## src/rtl/mem_arbiter.sv

```systemverilog
// Single-port RAM arbiter shared by the IF and MEM pipeline stages.
// One access at a time, fixed wait states, one-cycle ack, combinational stall request.
module mem_arbiter #(
    parameter int WAIT_CYCLES  = 2,
    parameter int STARVE_LIMIT = 2
) (
    input  logic        clk,
    input  logic        rst,
    input  logic        if_req_i,
    input  logic [31:0] if_addr_i,
    output logic [31:0] if_rdata_o,
    output logic        if_ack_o,
    input  logic        mem_req_i,
    input  logic        mem_we_i,
    input  logic [3:0]  mem_sel_i,
    input  logic [31:0] mem_addr_i,
    input  logic [31:0] mem_wdata_i,
    output logic [31:0] mem_rdata_o,
    output logic        mem_ack_o,
    output logic        ram_ce_o,
    output logic        ram_we_o,
    output logic [3:0]  ram_sel_o,
    output logic [31:0] ram_addr_o,
    output logic [31:0] ram_wdata_o,
    input  logic [31:0] ram_rdata_i,
    output logic        stallreq_o
);

    localparam int CW = (WAIT_CYCLES > 1) ? $clog2(WAIT_CYCLES) : 1;
    localparam int SW = (STARVE_LIMIT > 0) ? $clog2(STARVE_LIMIT + 1) : 1;
    localparam logic [CW-1:0] WAIT_INIT  = CW'(WAIT_CYCLES - 1);
    localparam logic [SW-1:0] STARVE_MAX = SW'(STARVE_LIMIT);

    typedef enum logic [1:0] {S_IDLE, S_BUSY, S_DONE} state_t;

    state_t        r_state;
    state_t        w_next_state;
    logic          r_owner_mem;
    logic [CW-1:0] r_wait_cnt;
    logic [SW-1:0] r_starve_cnt;
    logic          r_ram_we;
    logic [3:0]    r_ram_sel;
    logic [31:0]   r_ram_addr;
    logic [31:0]   r_ram_wdata;
    logic [31:0]   r_if_rdata;
    logic [31:0]   r_mem_rdata;
    logic          w_force_if;
    logic          w_grant;
    logic          w_grant_mem;

    assign w_force_if = (STARVE_LIMIT != 0) && (r_starve_cnt == STARVE_MAX);

    always_comb begin
        w_next_state = r_state;
        w_grant      = 1'b0;
        w_grant_mem  = 1'b0;
        unique case (r_state)
            S_IDLE: begin
                if (mem_req_i && !(if_req_i && w_force_if)) begin
                    w_grant     = 1'b1;
                    w_grant_mem = 1'b1;
                end else if (if_req_i) begin
                    w_grant = 1'b1;
                end
                if (w_grant) w_next_state = S_BUSY;
            end
            S_BUSY: begin
                if (r_wait_cnt == '0) w_next_state = S_DONE;
            end
            S_DONE: begin
                w_next_state = S_IDLE;
            end
            default: begin
                w_next_state = S_IDLE;
            end
        endcase
    end

    always_ff @(posedge clk) begin
        if (rst) begin
            r_state      <= S_IDLE;
            r_owner_mem  <= 1'b0;
            r_wait_cnt   <= '0;
            r_starve_cnt <= '0;
            r_ram_we     <= 1'b0;
            r_ram_sel    <= 4'h0;
            r_ram_addr   <= 32'h0;
            r_ram_wdata  <= 32'h0;
            r_if_rdata   <= 32'h0;
            r_mem_rdata  <= 32'h0;
        end else begin
            r_state <= w_next_state;
            if (w_grant) begin
                r_owner_mem <= w_grant_mem;
                r_wait_cnt  <= WAIT_INIT;
                if (w_grant_mem) begin
                    r_ram_we    <= mem_we_i;
                    r_ram_sel   <= mem_sel_i;
                    r_ram_addr  <= mem_addr_i;
                    r_ram_wdata <= mem_wdata_i;
                    // Count MEM wins only while IF is actually waiting.
                    if (!if_req_i) begin
                        r_starve_cnt <= '0;
                    end else if (r_starve_cnt != STARVE_MAX) begin
                        r_starve_cnt <= r_starve_cnt + 1'b1;
                    end
                end else begin
                    r_ram_we     <= 1'b0;
                    r_ram_sel    <= 4'hF;
                    r_ram_addr   <= if_addr_i;
                    r_ram_wdata  <= 32'h0;
                    r_starve_cnt <= '0;
                end
            end
            if (r_state == S_BUSY) begin
                if (r_wait_cnt == '0) begin
                    if (!r_ram_we) begin
                        if (r_owner_mem) r_mem_rdata <= ram_rdata_i;
                        else             r_if_rdata  <= ram_rdata_i;
                    end
                end else begin
                    r_wait_cnt <= r_wait_cnt - 1'b1;
                end
            end
        end
    end

    // Requesters hold req until their ack pulse; ack lasts one cycle and data is valid with it.
    assign ram_ce_o    = (r_state == S_BUSY);
    assign ram_we_o    = (r_state == S_BUSY) && r_ram_we;
    assign ram_sel_o   = r_ram_sel;
    assign ram_addr_o  = r_ram_addr;
    assign ram_wdata_o = r_ram_wdata;
    assign if_ack_o    = (r_state == S_DONE) && !r_owner_mem;
    assign mem_ack_o   = (r_state == S_DONE) && r_owner_mem;
    assign if_rdata_o  = r_if_rdata;
    assign mem_rdata_o = r_mem_rdata;
    assign stallreq_o  = (if_req_i && !if_ack_o) || (mem_req_i && !mem_ack_o);

endmodule
```

## config.mk

```make
export PLATFORM = sky130hd
export DESIGN_NAME = mem_arbiter
export DESIGN_NICKNAME = d
export VERILOG_FILES = /design/src/rtl/mem_arbiter.sv
export SDC_FILE = /design/constraint.sdc
export NUM_CORES = 1
export LEC_CHECK = 0
export ABC_AREA = 1
export BUFFER_PORTS_ARGS = -buffer_cell sky130_fd_sc_hd__buf_2
export CAP_MARGIN = 20
export CORE_MARGIN = 8
export CORE_UTILIZATION = 40
export DETAILED_ROUTE_END_ITERATION = 8
export PLACE_DENSITY = 0.71
export SLEW_MARGIN = 15
export SYNTH_ARGS = -nofsm -noshare
export SYNTH_HDL_FRONTEND = slang
export SYNTH_SLANG_ARGS = --single-unit
```

## constraint.sdc

```tcl
create_clock -name clk -period 4.3 [get_ports clk]
set_clock_uncertainty 0.2 [all_clocks]
set_input_delay 0.215 -clock clk [delete_from_list [all_inputs] [get_ports clk]]
set_output_delay 0.215 -clock clk [all_outputs]
set_load 0.005 [all_outputs]
```

# Yosys cells after proc, flatten, opt, wreduce, memory -nomap -nowiden
# Cells that the tools add are included.
op_classes:
  add_sub_neg: 2
  n_mul: 0
  n_div: 0
  order_cmp: 0
  eq_ne: 7
  n_shift: 0
  n_mux: 19
  bitwise_logic: 3
  n_reduce_logical: 17
ops:
  columns: ["op", "count"]
  rows:
  - ["$mux 32", 2]
  - ["$mux 1", 10]
  - ["$mux 2", 5]
  - ["$reduce_and 4->1", 2]
  - ["$logic_and 1x1->1", 7]
  - ["$eq 2x2->1 const B", 2]
  - ["$logic_not 1->1", 4]
  - ["$mux 4", 1]
  - ["$ne 2x2->1 const B", 2]
  - ["$pmux 2 s2", 1]
  - ["$reduce_and 2->1", 2]
  - ["$ne 3x2->1 const B", 1]
  - ["$not 1->1", 3]
  - ["$add 2x1->2 const B", 1]
  - ["$eq 2x1->1 const B", 1]
  - ["$logic_not 2->1", 1]
  - ["$ne 2x1->1 const B", 1]
  - ["$logic_or 1x1->1", 1]
  - ["$sub 1x1->1 const B", 1]
totals:
  reg_bits: 139
  latchBits: 0
  mem_bits_rw: 0
  romBits: 0
  in_bits: 137
  out_inout_bits: 137
  word_cells: 58
  memories: 0

# Depth between registers and ports, before layout
logic_depth:
  depth_word: 10
  depth_mapped: 9
  mapped_depth_nobuf: 8

# Worst setup path before layout
# Ideal clock, no wire load.
synth_timing:
  path_kind: "reg2reg"
  from: "register r_starve_cnt[0]"
  to: "register r_ram_addr[26], in the netlist ram_addr_o[26]"
  setup_ns: 0.109
  t_arrival_ns: 1.210
  path_slack_ns: 2.781
  stages_incl_launch_ff: 10
  cell_sequence: "dfxtp_1 -> inv_1 -> ha_1 -> nand2_1 -> nand3_2 -> clkbuf_1 -> nand2_1 -> nand3_1 -> nand2_1 -> inv_1"
synth_between:
  elab_chain_cells: 7
synth_lines:
  columns: ["element", "line_no", "source"]
  rows:
  - ["start: declaration", "40", "logic [SW-1:0] r_starve_cnt;"]
  - ["start signal: assignment", "105", "r_starve_cnt <= r_starve_cnt + 1'b1;"]
  - ["$eq 2x2->1 (*)", "51", "assign w_force_if = (STARVE_LIMIT != 0) && (r_starve_cnt == STARVE_MAX);"]
  - ["$logic_and 1x1->1 (*)", "59", "if (mem_req_i && !(if_req_i && w_force_if)) begin"]
  - ["$logic_not 1->1 (*)", "59", null]
  - ["$logic_and 1x1->1 (*)", "59", null]
  - ["$mux 1", "59", null]
  - ["$mux 1", "57", "unique case (r_state)"]
  - ["$mux 32 / $mux 1 (equally long branches)", "96, 57", null]
  - ["end signal: assignment", "99", "r_ram_addr <= mem_addr_i;"]
  - ["end signal: assignment", "110", "r_ram_addr <= if_addr_i;"]
  - ["end: declaration", "43", "logic [31:0] r_ram_addr;"]
# Every way passes the cells marked *; elsewhere a longest branch is shown, timed or not. The select of a mux whose other input is x is not followed.
# A chain may end at the register's enable or synchronous reset.

# Worst setup path in the final report
layout_timing:
  from: "register r_state[1]"
  to: "register r_ram_addr[0], in the netlist ram_addr_o[0]"
layout_between:
  elab_chain_cells: 3
layout_lines:
  columns: ["element", "line_no", "source"]
  rows:
  - ["start: declaration", "36", "state_t r_state;"]
  - ["start signal: assignment", "92", "r_state <= w_next_state;"]
  - ["$logic_not 2->1 (*)", "57", null]
  - ["$mux 1", "57", null]
  - ["$mux 32", "96", "if (w_grant_mem) begin"]
# Every way passes the cells marked *; elsewhere a longest branch is shown, timed or not.

==> metrics.txt <==
Critical Path Sink Type=register; DP Worst Slack=between 1500 and 2000 ps; PD cells=around 430 mW/mm2; Sw Pwr=0.00105 W; most frequent CP cell=nand2_1; CTS tree=done; placed cell area=between 0.006 and 0.007 mm2; WL final=21800 um; Clock Path Buffers=2; Cell Chain, Critical Path=nor2_4, nand3_2, nand2_1, nand3_1, dlygate4sd3_1, nand2_1, inv_1; dpl hpwl=12900 um; Gate Count Post-Synth=roughly 770; post-cts hold buffer count=approximately 140; die area=about 0.018 mm2; Bufs and invs on worst path=2; max_cap viols=0; Die X=135 um; Slew Limit Fails=0; Reg clk slew, reported paths=60 ps; Seq/Total Area, Yosys=49.2%; Worst EP arrival=around 3300 ps; via count=~6.7k; DRT Pass-1 Iters=5; WHS Path Cells=2; Slew @ Worst Pin=959 ps; CP required=4420 ps; port bufs=between 200 and 300; Setup-failing EPs final=0; Worst slew margin=36.1%; Pint=between 0.002 and 0.003 W; critical path startpoint=r_state[1]$_SDFFE_PP0P_; core box area=around 0.014 mm2; Rows=43; vias in the first global route=between 6k and 7k; # clock sinks=139; CP max stage cell=nand3_2; cells on worst reg2reg path=7; DR iter-0 viols=a little under 500; WS Path Type=register to register; initial antenna violation count=1; TritonCTS buffer count=17; outcome=complete, no violations; post-CTS setup buffer count=0; Boundary Pins=274; HP Start=ram_wdata_o[1]$_SDFFE_PP0P_; Cell variety after synth=20; maximum VDD drop=~0.00028 V; Final ANT Viol Nets=0; post-route design area=about 0.0090 mm2; R2R Path Start=r_state[1]$_SDFFE_PP0P_; die height=between 100 and 150 um; Clk pwr share=a little over two fifths; most frequent cells in the layout=buf_2, nor2_1, dfxtp_1; DR DRC count=0; RSZ-0062 raised after global routing=no; Hold Crit Class=register to register; leakage=~4.4 nW; global-route wire length before repair=about 34000 um; average vias per placed instance=~5.0; WHS=about 260 ps; Synthesis Warnings=0; mapped cell area=~0.0057 mm2; Syn-to-layout area delta=59.5%; gr ovfl total=0; sw frac=a little over a quarter; Worst path max stage delay=a little over 800 ps; CTS resizes=0; H-tree depth=4; Combinational Power Share=19.8%; Skew-Pair Late Insertion Delay=roughly 420 ps; Routability Congestion=between 0.8 and 0.9; nets=~1.3k; crit-path max FO=37; CTS root buf=clkbuf_16; commonest non-fill, non-tap cell in the layout=buf_2; min Tclk post-route=between 3000 and 4000 ps; Initial Util=~41%; endpoints failing hold=0; Final Core Density=65.2%; mean post-synth cell area=around 7.4 um2; WL per Instance=between 15 and 20 um; largest net degree at the start of global routing=72; nature of the critical path startpoint=register; Synth Register Bits=approximately 140; Setup TNS=0 ps; fmax=around 310 MHz; fraction of layout cells with a size suffix above 1=between 20 and 30%; Final Cycle Share=between 70% and 80%; CP Depth=7; syn nets=907; Worst Slack Setup Final=around 1100 ps; Seq pwr share=a little under two fifths; Tot GR Track Use=approximately a quarter; CP delay by family, top=simple AND/OR/NAND/NOR gates
## per-layer routing
metal	up-vias	track usage [%]	wire length (um)
li1	3255	-	-
met1	3008	26.0	8490
met2	362	38.0	10300
met3	54	9.47	2330
met4	0	10.5	606
met5	-	0	0
## power groups by stage
stage	clock network [W]	registers, W	logic, W
3_3_place_gp	0	0.00149	0.000601
5_1_grt	0.00169	0.00148	0.000840
2_1_floorplan	0	0.00150	0.000343
4_1_cts	0.00163	0.00146	0.000743
3_5_place_dp	0	0.00149	0.000604
6_report	0.00161	0.00147	0.000760
## flip-flops by register name, summed over array words and instances, names as in the netlist
name,flops
r_wait_cnt,1
mem_rdata_o,32
r_starve_cnt,2
r_owner_mem,1
if_rdata_o,32
ram_wdata_o,32
ram_sel_o,4
ram_addr_o,32
r_state,2
r_ram_we,1
## metrics by stage
stage          power [W]  cells
6_report         0.00384   1336
5_1_grt          0.00401   1335
4_1_cts          0.00383   1334
3_5_place_dp     0.00209   1164
3_3_place_gp     0.00209   1164
2_1_floorplan    0.00184    769
## cells in the mapped netlist (all sizes together)
| library cell | instances | area share (%) |
|---|---|---|
| inv | 77 | 5.1 |
| dfxtp | 139 | 49 |
| o21a | 1 | 0.13 |
| nand4 | 67 | 7.4 |
| nor2 | 143 | 9.8 |
| nand3 | 35 | 3.4 |
| nand2 | 100 | 6.6 |
| clkbuf | 32 | 2.1 |
| o21ai | 71 | 6.3 |
| o22ai | 1 | 0.11 |
| ha | 1 | 0.22 |
| nor3 | 3 | 0.27 |
| buf | 31 | 3.3 |
| a21oi | 68 | 6.0 |
## worst paths after layout
kind	end	slack [ps]
worst max register to register	ram_addr_o[0]$_SDFFE_PP0P_	1080
worst min register to register	ram_wdata_o[1]$_SDFFE_PP0P_	260
worst min-delay path	ram_wdata_o[1]$_SDFFE_PP0P_	260
worst max-delay path	ram_addr_o[0]$_SDFFE_PP0P_	1080
## worst min-delay path, cell delays in order, from the launching register on
cell	delay [ps]
dfxtp_1	310
nand2_1	60
a21oi_1	50
## layout make-up
cell class / instances / area [um2]
multi-input combinational: 490 / 2290
clock buffer: 17 / 425
clock inverter: 15 / 220
inverter: 77 / 289
fill: 1094 / 4810
tap: 180 / 225
sequential: 139 / 2780
timing repair buffer: 416 / 2790
antenna: 2 / 5.00
## cell families (layout without fill, tap and decap cells)
| group | after synthesis | after routing | share of synthesized area [%] |
|---|---|---|---|
| other | 0 | 2 | 0 |
| and+or+nand+nor | 348 | 348 | 27.4 |
| buffers and inverters | 140 | 525 | 10.5 |
| DFF | 139 | 139 | 49.2 |
| AOI/OAI and AO/OA | 141 | 141 | 12.6 |
| adders and majority gates | 1 | 1 | 0.221 |
No activity file was read; power rests on OpenSTA's default activity.
